$ cat src/rtl/serial_subtractor_pkg.sv
// Shared width, index sizing and FSM state encoding for the bit-serial subtractor.
// Imported by every file in the block.
package serial_subtractor_pkg;

    localparam int WIDTH = 4;
    localparam int IDX_W = $clog2(WIDTH);

    typedef enum logic [1:0] {
        IDLE = 2'd0,
        RUN  = 2'd1,
        DONE = 2'd2
    } state_t;

endpackage

$ cat src/rtl/full_sub_bit.sv
// One-bit full subtractor, purely combinational (zero latency).
// Has no flow control; the caller decides when the result is consumed.
module full_sub_bit (
    input  logic a,
    input  logic b,
    input  logic bin,
    output logic d,
    output logic bout
);

    assign d    = a ^ b ^ bin;
    assign bout = (~a & b) | (~(a ^ b) & bin);

endmodule

$ cat src/rtl/serial_subtractor.sv
// Bit-serial A-B, LSB first; Done rises 4 enabled edges after Start is accepted.
// En low freezes everything; Start is only honoured in IDLE or DONE.
module serial_subtractor
    import serial_subtractor_pkg::*;
(
    input  logic             Clk,
    input  logic             Reset,
    input  logic             En,
    input  logic             Start,
    input  logic [WIDTH-1:0] A,
    input  logic [WIDTH-1:0] B,
    output logic [WIDTH-1:0] Diff,
    output logic             Borrow,
    output logic             Busy,
    output logic             Done
);

    state_t             state_q, state_d;
    logic [IDX_W-1:0]   idx_q, idx_d;
    logic               bin_q, bin_d;
    logic [WIDTH-1:0]   a_q, a_d;
    logic [WIDTH-1:0]   b_q, b_d;
    logic [WIDTH-2:0]   sh_q, sh_d;
    logic [WIDTH-1:0]   diff_q, diff_d;
    logic               borrow_q, borrow_d;

    logic               bit_d;
    logic               bout_d;

    full_sub_bit u_full_sub_bit (
        .a    (a_q[idx_q]),
        .b    (b_q[idx_q]),
        .bin  (bin_q),
        .d    (bit_d),
        .bout (bout_d)
    );

    always_comb begin
        state_d  = state_q;
        idx_d    = idx_q;
        bin_d    = bin_q;
        a_d      = a_q;
        b_d      = b_q;
        sh_d     = sh_q;
        diff_d   = diff_q;
        borrow_d = borrow_q;

        if (En) begin
            case (state_q)
                IDLE, DONE: begin
                    if (Start) begin
                        a_d     = A;
                        b_d     = B;
                        idx_d   = '0;
                        bin_d   = 1'b0;
                        state_d = RUN;
                    end else begin
                        state_d = IDLE;
                    end
                end
                RUN: begin
                    // Bits enter at the top so bit 0 ends up at the LSB after the last shift.
                    sh_d  = {bit_d, sh_q[WIDTH-2:1]};
                    bin_d = bout_d;
                    idx_d = idx_q + IDX_W'(1);
                    if (idx_q == IDX_W'(WIDTH - 1)) begin
                        diff_d   = {bit_d, sh_q};
                        borrow_d = bout_d;
                        state_d  = DONE;
                    end
                end
                default: state_d = IDLE;
            endcase
        end
    end

    always_ff @(posedge Clk) begin
        if (Reset) begin
            state_q  <= IDLE;
            idx_q    <= '0;
            bin_q    <= 1'b0;
            a_q      <= '0;
            b_q      <= '0;
            sh_q     <= '0;
            diff_q   <= '0;
            borrow_q <= 1'b0;
        end else begin
            state_q  <= state_d;
            idx_q    <= idx_d;
            bin_q    <= bin_d;
            a_q      <= a_d;
            b_q      <= b_d;
            sh_q     <= sh_d;
            diff_q   <= diff_d;
            borrow_q <= borrow_d;
        end
    end

    assign Diff   = diff_q;
    assign Borrow = borrow_q;
    assign Busy   = (state_q == RUN);
    assign Done   = (state_q == DONE);

endmodule

$ cat config.mk
export PLATFORM = sky130hd
export DESIGN_NAME = serial_subtractor
export DESIGN_NICKNAME = d
export VERILOG_FILES = /design/src/rtl/serial_subtractor_pkg.sv /design/src/rtl/full_sub_bit.sv /design/src/rtl/serial_subtractor.sv
export SDC_FILE = /design/constraint.sdc
export NUM_CORES = 1
export LEC_CHECK = 0
export CAP_MARGIN = 20
export CORE_MARGIN = 3
export CORE_UTILIZATION = 52
export DETAILED_ROUTE_END_ITERATION = 10
export PLACE_DENSITY_LB_ADDON = 0.12
export SLEW_MARGIN = 5
export SYNTH_ARGS = -nofsm -noshare
export SYNTH_HDL_FRONTEND = slang
export SYNTH_HIERARCHICAL = 1
export SYNTH_SLANG_ARGS = --single-unit
$ cat constraint.sdc
create_clock -name Clk -period 4 [get_ports Clk]
set_input_delay 0.6 -clock Clk [delete_from_list [all_inputs] [get_ports Clk]]
set_output_delay 0.6 -clock Clk [all_outputs]
set_load 0.01 [all_outputs]
==> results of run 1 <==
sequential cells by signal, indices dropped and copies added, names as in the netlist:
register and cells:
Diff 4, a_q 4, b_q 4, sh_q 3, idx_q 2, state_q 2
Borrow 1, bin_q 1
worst min-delay path by stage:
stage                        start                  end  slack (ns)  cells past startpoint
5_1_grt        Borrow$_SDFFE_PP0P_  Borrow$_SDFFE_PP0P_        0.52                      2
3_5_place_dp   Borrow$_SDFFE_PP0P_  Borrow$_SDFFE_PP0P_        0.48                      2
6_report       Borrow$_SDFFE_PP0P_  Borrow$_SDFFE_PP0P_        0.49                      2
3_3_place_gp   Borrow$_SDFFE_PP0P_  Borrow$_SDFFE_PP0P_        0.47                      2
4_1_cts        Borrow$_SDFFE_PP0P_  Borrow$_SDFFE_PP0P_        0.49                      2
2_1_floorplan  a_q[2]$_SDFFE_PP0P_  a_q[2]$_SDFFE_PP0P_        0.46                      2
cell usage in the layout, fill, tap and decap left out:
cell type / Yosys / routed
a211oi_2: 1 / 1
a21oi_1: 3 / 3
clkbuf_4: 0 / 3
clkdlybuf4s50_1: 0 / 18
clkinv_2: 0 / 1
dfxtp_1: 21 / 21
fa_1: 1 / 1
ha_1: 1 / 1
inv_1: 5 / 5
mux2i_1: 15 / 15
mux4_2: 2 / 2
nand2_1: 1 / 1
nand2b_1: 3 / 3
nand3b_1: 2 / 2
nand3b_2: 1 / 1
nand4b_2: 1 / 1
nor2_1: 15 / 15
nor2b_1: 2 / 2
nor2b_4: 1 / 1
o21a_1: 1 / 1
o21ai_0: 1 / 1
o21ai_1: 1 / 1
o32ai_1: 1 / 1
o32ai_2: 1 / 1
power by group through the flow:
stage          logic [mW]  registers [mW]  clock network (mW)
3_3_place_gp       0.0400           0.224                   0
3_5_place_dp       0.0408           0.225                   0
4_1_cts            0.0413           0.220               0.106
2_1_floorplan      0.0267           0.223                   0
5_1_grt            0.0451           0.221               0.112
6_report           0.0408           0.220               0.101
routing by layer:
layer	wire, um	share of wire	up-vias
li1	-	-	320
met1	649	0.44	300
met2	739	0.50	14
met3	87	0.059	0
met4	0	0	0
met5	0	0	-
worst max-delay path: stages (launching register included):
cell and delay [ns]:
dfxtp_1 0.48, nor2b_4 0.21, clkdlybuf4s50_1 0.54
cell families after synthesis:
logic type / share of synthesized area
muxes: 0.215
and+or+nand+nor: 0.161
adders and majority gates: 0.0359
AOI/OAI and AO/OA: 0.0772
DFF: 0.463
buffers and inverters: 0.0469
synth_stat cells:
master    count  area (um2)
a211oi_2      1        12.5
a21oi_1       3        15.0
buf_1         1        3.75
buf_2         1        5.00
buf_6         1        11.3
clkbuf_1      1        3.75
dfxtp_1      21         420
fa_1          1        20.0
ha_1          1        12.5
inv_1         5        18.8
mux2i_1      15         150
mux4_2        2        45.0
nand2_1       1        3.75
nand2b_1      3        18.8
nand3b_1      2        15.0
nand3b_2      1        11.3
nand4b_2      1        15.0
nor2_1       15        56.3
nor2b_1       2        12.5
nor2b_4       1        13.8
o21a_1        1        7.51
o21ai_0       1        5.00
o21ai_1       1        5.00
o32ai_1       1        8.76
o32ai_2       1        16.3
metrics by stage:
step	worst slack [ns]	area, um2	util	power [mW]
2_1_floorplan	2.28	907	-	0.250
3_3_place_gp	1.88	1080	0.687	0.264
3_5_place_dp	1.86	1080	0.687	0.265
4_1_cts	1.87	1110	0.705	0.367
5_1_grt	1.77	1110	0.705	0.378
6_report	1.86	1110	0.705	0.361
area by class of cell:
type / instances / area (um2)
fill: 143 / 465
multi-input combinational: 54 / 444
sequential: 21 / 420
timing repair buffer: 18 / 180
clock buffer: 3 / 22.5
tap: 16 / 20.0
inverter: 5 / 18.8
clock inverter: 1 / 5.00
==> results.md, run 1 <==
- CTS Hold Buffers Added: 0
- Unrepaired setup endpoints after global routing: false
- Slew HR: 0.476
- Die ar.: 0.00228 mm2
- CTS Sinks: 21
- Outcome: complete, no violations
- R2r endpoint: sh_q[2]$_SDFFE_PP0P_
- Combinational group share of total power: 0.113
- Depth of the worst register-to-register path: 4
- Gr busiest metal: met2
- Crit path from: state_q[0]$_SDFFE_PP0P_
- Cells after synthesis: 84
- Initial Util: 0.575
- Worst Tran Pin Value: about 0.78 ns
- Critical Path Sink Type: output pin
- Final max-slew violation count: 0
- Gr usage total: 0.157
- Syn nets: 98
- Drt first pass iters: 3
- Detailed Route Iter0 Violations: 5
- DR DRC count: 0
- Internal power: 276 uW
- Reg-to-Reg Start: idx_q[0]$_SDFFE_PP0P_
- Sequential fraction of the synthesis area: 0.463
- Max cap viols: 0
- Worst-path clk slew: 0.12 ns
- Synthesized area per cell: approximately 11 um2
- Psw: 85.4 uW
- CTS Root Cell: clkbuf_4
- Share of layout cells above drive strength 1: 0.108
- Startpoint class of the critical path: register
- Max frequency: about 470 MHz
- Synth warnings: 6
- Clock Power Share: 0.279
- Routed len/inst: 12.5 um
- Pwr/cell area: 325 mW/mm2
- Num ports: 19
- First-pass GRT wire length: 2440 um
- Post-synth cell types: 25
- Register bit count reported by yosys: 21
- Switching share of power: 0.237
- Kind of critical path: reg2out
- Fin crit share: 0.534
- TritonCTS clock tree: yes
- Req. time, crit path: between 3 and 4 ns
- N_diodes: 0
- Setup TNS Final: 0 ns
- Die X: 47.8 um
- Cells after DPL: approximately 110
- Total grt overflow: 0
- Worst endpoint data arrival time: 1.54 ns
- Met3 global-route usage: 0.0677
- WHS: 0.489 ns
- Non-filler cells, final: 118
- Row count: 14
- Worst-Skew Late Latency: 0.30 ns
- Static leakage: 0.503 nW
- Final Skew: 0.00288 ns
- Via/cell ratio: 5.37
- PostCTS Resize Cnt: 0
- Final WL: 1480 um
- Final net count: 117
- Sequential power share: 0.608
- CTS H-tree depth: 1
- Max IR drop VDD: around 280 uV
- PortBufs: 18
- Worst hold path type: reg2reg
- Core ar.: 0.00158 mm2
- Vias after detailed routing: 634
- Clock period minus worst slack: 2.14 ns
- GP Congestion: 0.704
- GR Util met2: 0.272
- DP Wirelength: between 1000 and 1500 um
- Reg2reg setup slack: 2.12 ns
- Max Buffers Root-to-Sink: 2
- Post-Syn Area: 907 um2
- M1 GR Usage: 0.179
- CP max FO: 7
- Largest net degree at the start of global routing: 24
- Post-CTS setup buffers: 0
- Area Growth Syn to Fin: 22.5%
- Worst setup path endpoint: Busy
- Endpoints failing setup: 0
- Inserted Clock Buffers: 3
- Initial antenna violation count: 0
- Vias in the first global route: 601
- Routed Antenna Nets: 0
- Endpoints failing hold: 0
- Die Y: 47.8 um
Note: power is estimated with default switching activity, not from simulation.
==> inputs of run 2 (changes only) <==
CORE_UTILIZATION = 48   (was 52)
clock period = 2.01 ns   (was 4 ns; I/O delays follow)
==> results.md, run 2 (synthesis gave the netlist of run 1 again) <==
- Inserted Clock Buffers: 3 (unchanged)
- Total power: 722 uW (+100%)
- Storage cell area: 420 um2 (unchanged)
- Sequential power share: 0.607 (about the same)
- Most frequent cells in the layout: dfxtp_1, clkdlybuf4s50_1, mux2i_1, nor2_1, inv_1
- Total grt overflow: 0 (unchanged)
- Switching share of power: 0.234 (-0.00221)
- CTS H-tree depth: 1 (unchanged)
- Die ar.: 0.00245 mm2 (+7.3%)
- Max frequency: 547 MHz
- CTS Root Cell: clkbuf_4
- Initial Util: 0.514 (-0.0612)
- N_diodes: 0 (unchanged)
- Combinational group share of total power: 0.119 (+0.006)
- DR DRC count: 0 (unchanged)
- Drt first pass iters: 4 (+1)
- Critical Path Sink Type: output pin
- Row count: 15 (+1)
- Req. time, crit path: 1.71 ns (-1.69 ns)
- Worst endpoint data arrival time: 1.53 ns (about the same)
- Outcome: complete, no violations
- Worst-path clk slew: 0.11 ns (about the same)
- Startpoint class of the critical path: register
- Psw: 169 uW (+98%)
- Max IR drop VDD: 517 uV (+84%)
- Worst Tran Pin Value: 0.530 ns (-0.254 ns)
- Endpoints failing hold: 0 (unchanged)
- DP Wirelength: 1270 um (+15%)
- Final max-slew violation count: 0 (unchanged)
- Die X: 49.5 um (+3.6%)
- Most common cell after layout, fill and taps aside: dfxtp_1
- Initial antenna violation count: 0 (unchanged)
- Post-route cell area: 0.00114 mm2 (+3.0%)
- Static leakage: 0.518 nW (+2.9%)
- Cells after DPL: 126 (+11%)
- Gr usage total: 0.164 (+0.00742)
- Endpoints failing setup: 0 (unchanged)
- Final Skew: 0.00388 ns (+0.00101 ns)
- Worst-Skew Late Latency: 0.30 ns (about the same)
- GP Congestion: 0.730 (+3.6%)
- Placed Area: 0.00112 mm2 (+3.1%)
- CP max FO: 7 (unchanged)
- Post-CTS setup buffers: 0 (unchanged)
- Final WL: 1630 um (+11%)
- CTS Sinks: 21 (unchanged)
- Routed Antenna Nets: 0 (unchanged)
- Vias after detailed routing: 642 (+1.3%)
- Core ar.: 0.00176 mm2 (+12%)
- Multi-input gate area: 444 um2 (unchanged)
- Num ports: 19 (unchanged)
- Filler cells: 167 (+17%)
- Largest net degree at the start of global routing: 13 (-46%)
- Final Core Density: 0.649 (-0.0558)
- Vias in the first global route: 680 (+13%)
- TritonCTS clock tree: yes
- Internal power: 552 uW (+100%)
- Worst hold path type: reg2reg
- Kind of critical path: reg2out
- Setup TNS Final: 0 ns (unchanged)
- Pwr/cell area: 630 mW/mm2 (+94%)
- Max cap viols: 0 (unchanged)
- Unrepaired setup endpoints after global routing: false
- Detailed Route Iter0 Violations: 6 (+1)
- Max Buffers Root-to-Sink: 2 (unchanged)
- Clock Power Share: 0.274 (-0.005)
- Share of layout cells above drive strength 1: 0.133 (+0.0255)
- Clock period minus worst slack: 1.83 ns
- Fin crit share: 0.910
- Slew HR: 0.646 (+0.170)
- First-pass GRT wire length: 2960 um (+22%)
- Routed len/inst: 12.5 um (+0.31%)
- PostCTS Resize Cnt: 0 (unchanged)
- Via/cell ratio: 4.94 (-8.1%)
- Die Y: 49.5 um (+3.6%)
- CTS Hold Buffers Added: 0 (unchanged)
- PortBufs: 18 (unchanged)
- Non-filler cells, final: 130 (+10%)
- Final net count: 120 (+2.6%)
- Area Growth Syn to Fin: 26.2%
## run 2: worst paths after layout
check | from | end | slack, ns | cells past startpoint
max | state_q[0]$_SDFFE_PP0P_ | Busy | 0.18 | 2
min | Borrow$_SDFFE_PP0P_ | Borrow$_SDFFE_PP0P_ | 0.49 | 2
max reg2reg | idx_q[0]$_SDFFE_PP0P_ | sh_q[2]$_SDFFE_PP0P_ | 0.20 | 4
min reg2reg | Borrow$_SDFFE_PP0P_ | Borrow$_SDFFE_PP0P_ | 0.49 | 2
## run 2: through the flow
step	worst slack (ns)	hold WS, ns
finish	0.181	0.487
global route	0.0735	0.513
CTS	0.171	0.492
detailed placement	0.167	0.473
global placement	0.261	0.469
floorplan	0.287	0.445
## run 2: layer usage
metal,track usage,share of wire
met1,0.184,0.45
met2,0.288,0.49
met3,0.0393,0.039
met4,0.0829,0.019
met5,0,0
## run 2: cell type report
cell class,count,area share
clock buffers,3,0.0197
clock inverters,1,0.00437
inverters,5,0.0164
multi-input cells,54,0.388
flip-flops and latches,21,0.367
well taps,25,0.0273
repair buffers,21,0.177
## run 2: power groups by stage
stage	Sequential, mW	Clock [mW]	Combinational [mW]
floorplan	0.444	0	0.0532
CTS	0.438	0.206	0.0872
detailed placement	0.447	0	0.0872
global route	0.440	0.224	0.0960
finish	0.438	0.198	0.0858
global placement	0.446	0	0.0849
## run 2: critical path: stages (launching register included)
cell and delay, ns:
dfxtp_1 0.48, nor2b_4 0.21, clkdlybuf4s50_1 0.54
==> inputs of run 3 (changes only) <==
ABC_CLOCK_PERIOD_IN_PS = 2009   (was not set)
==> results of run 3 <==
The final DEF is identical to that of run 2; final timing and power are the same.
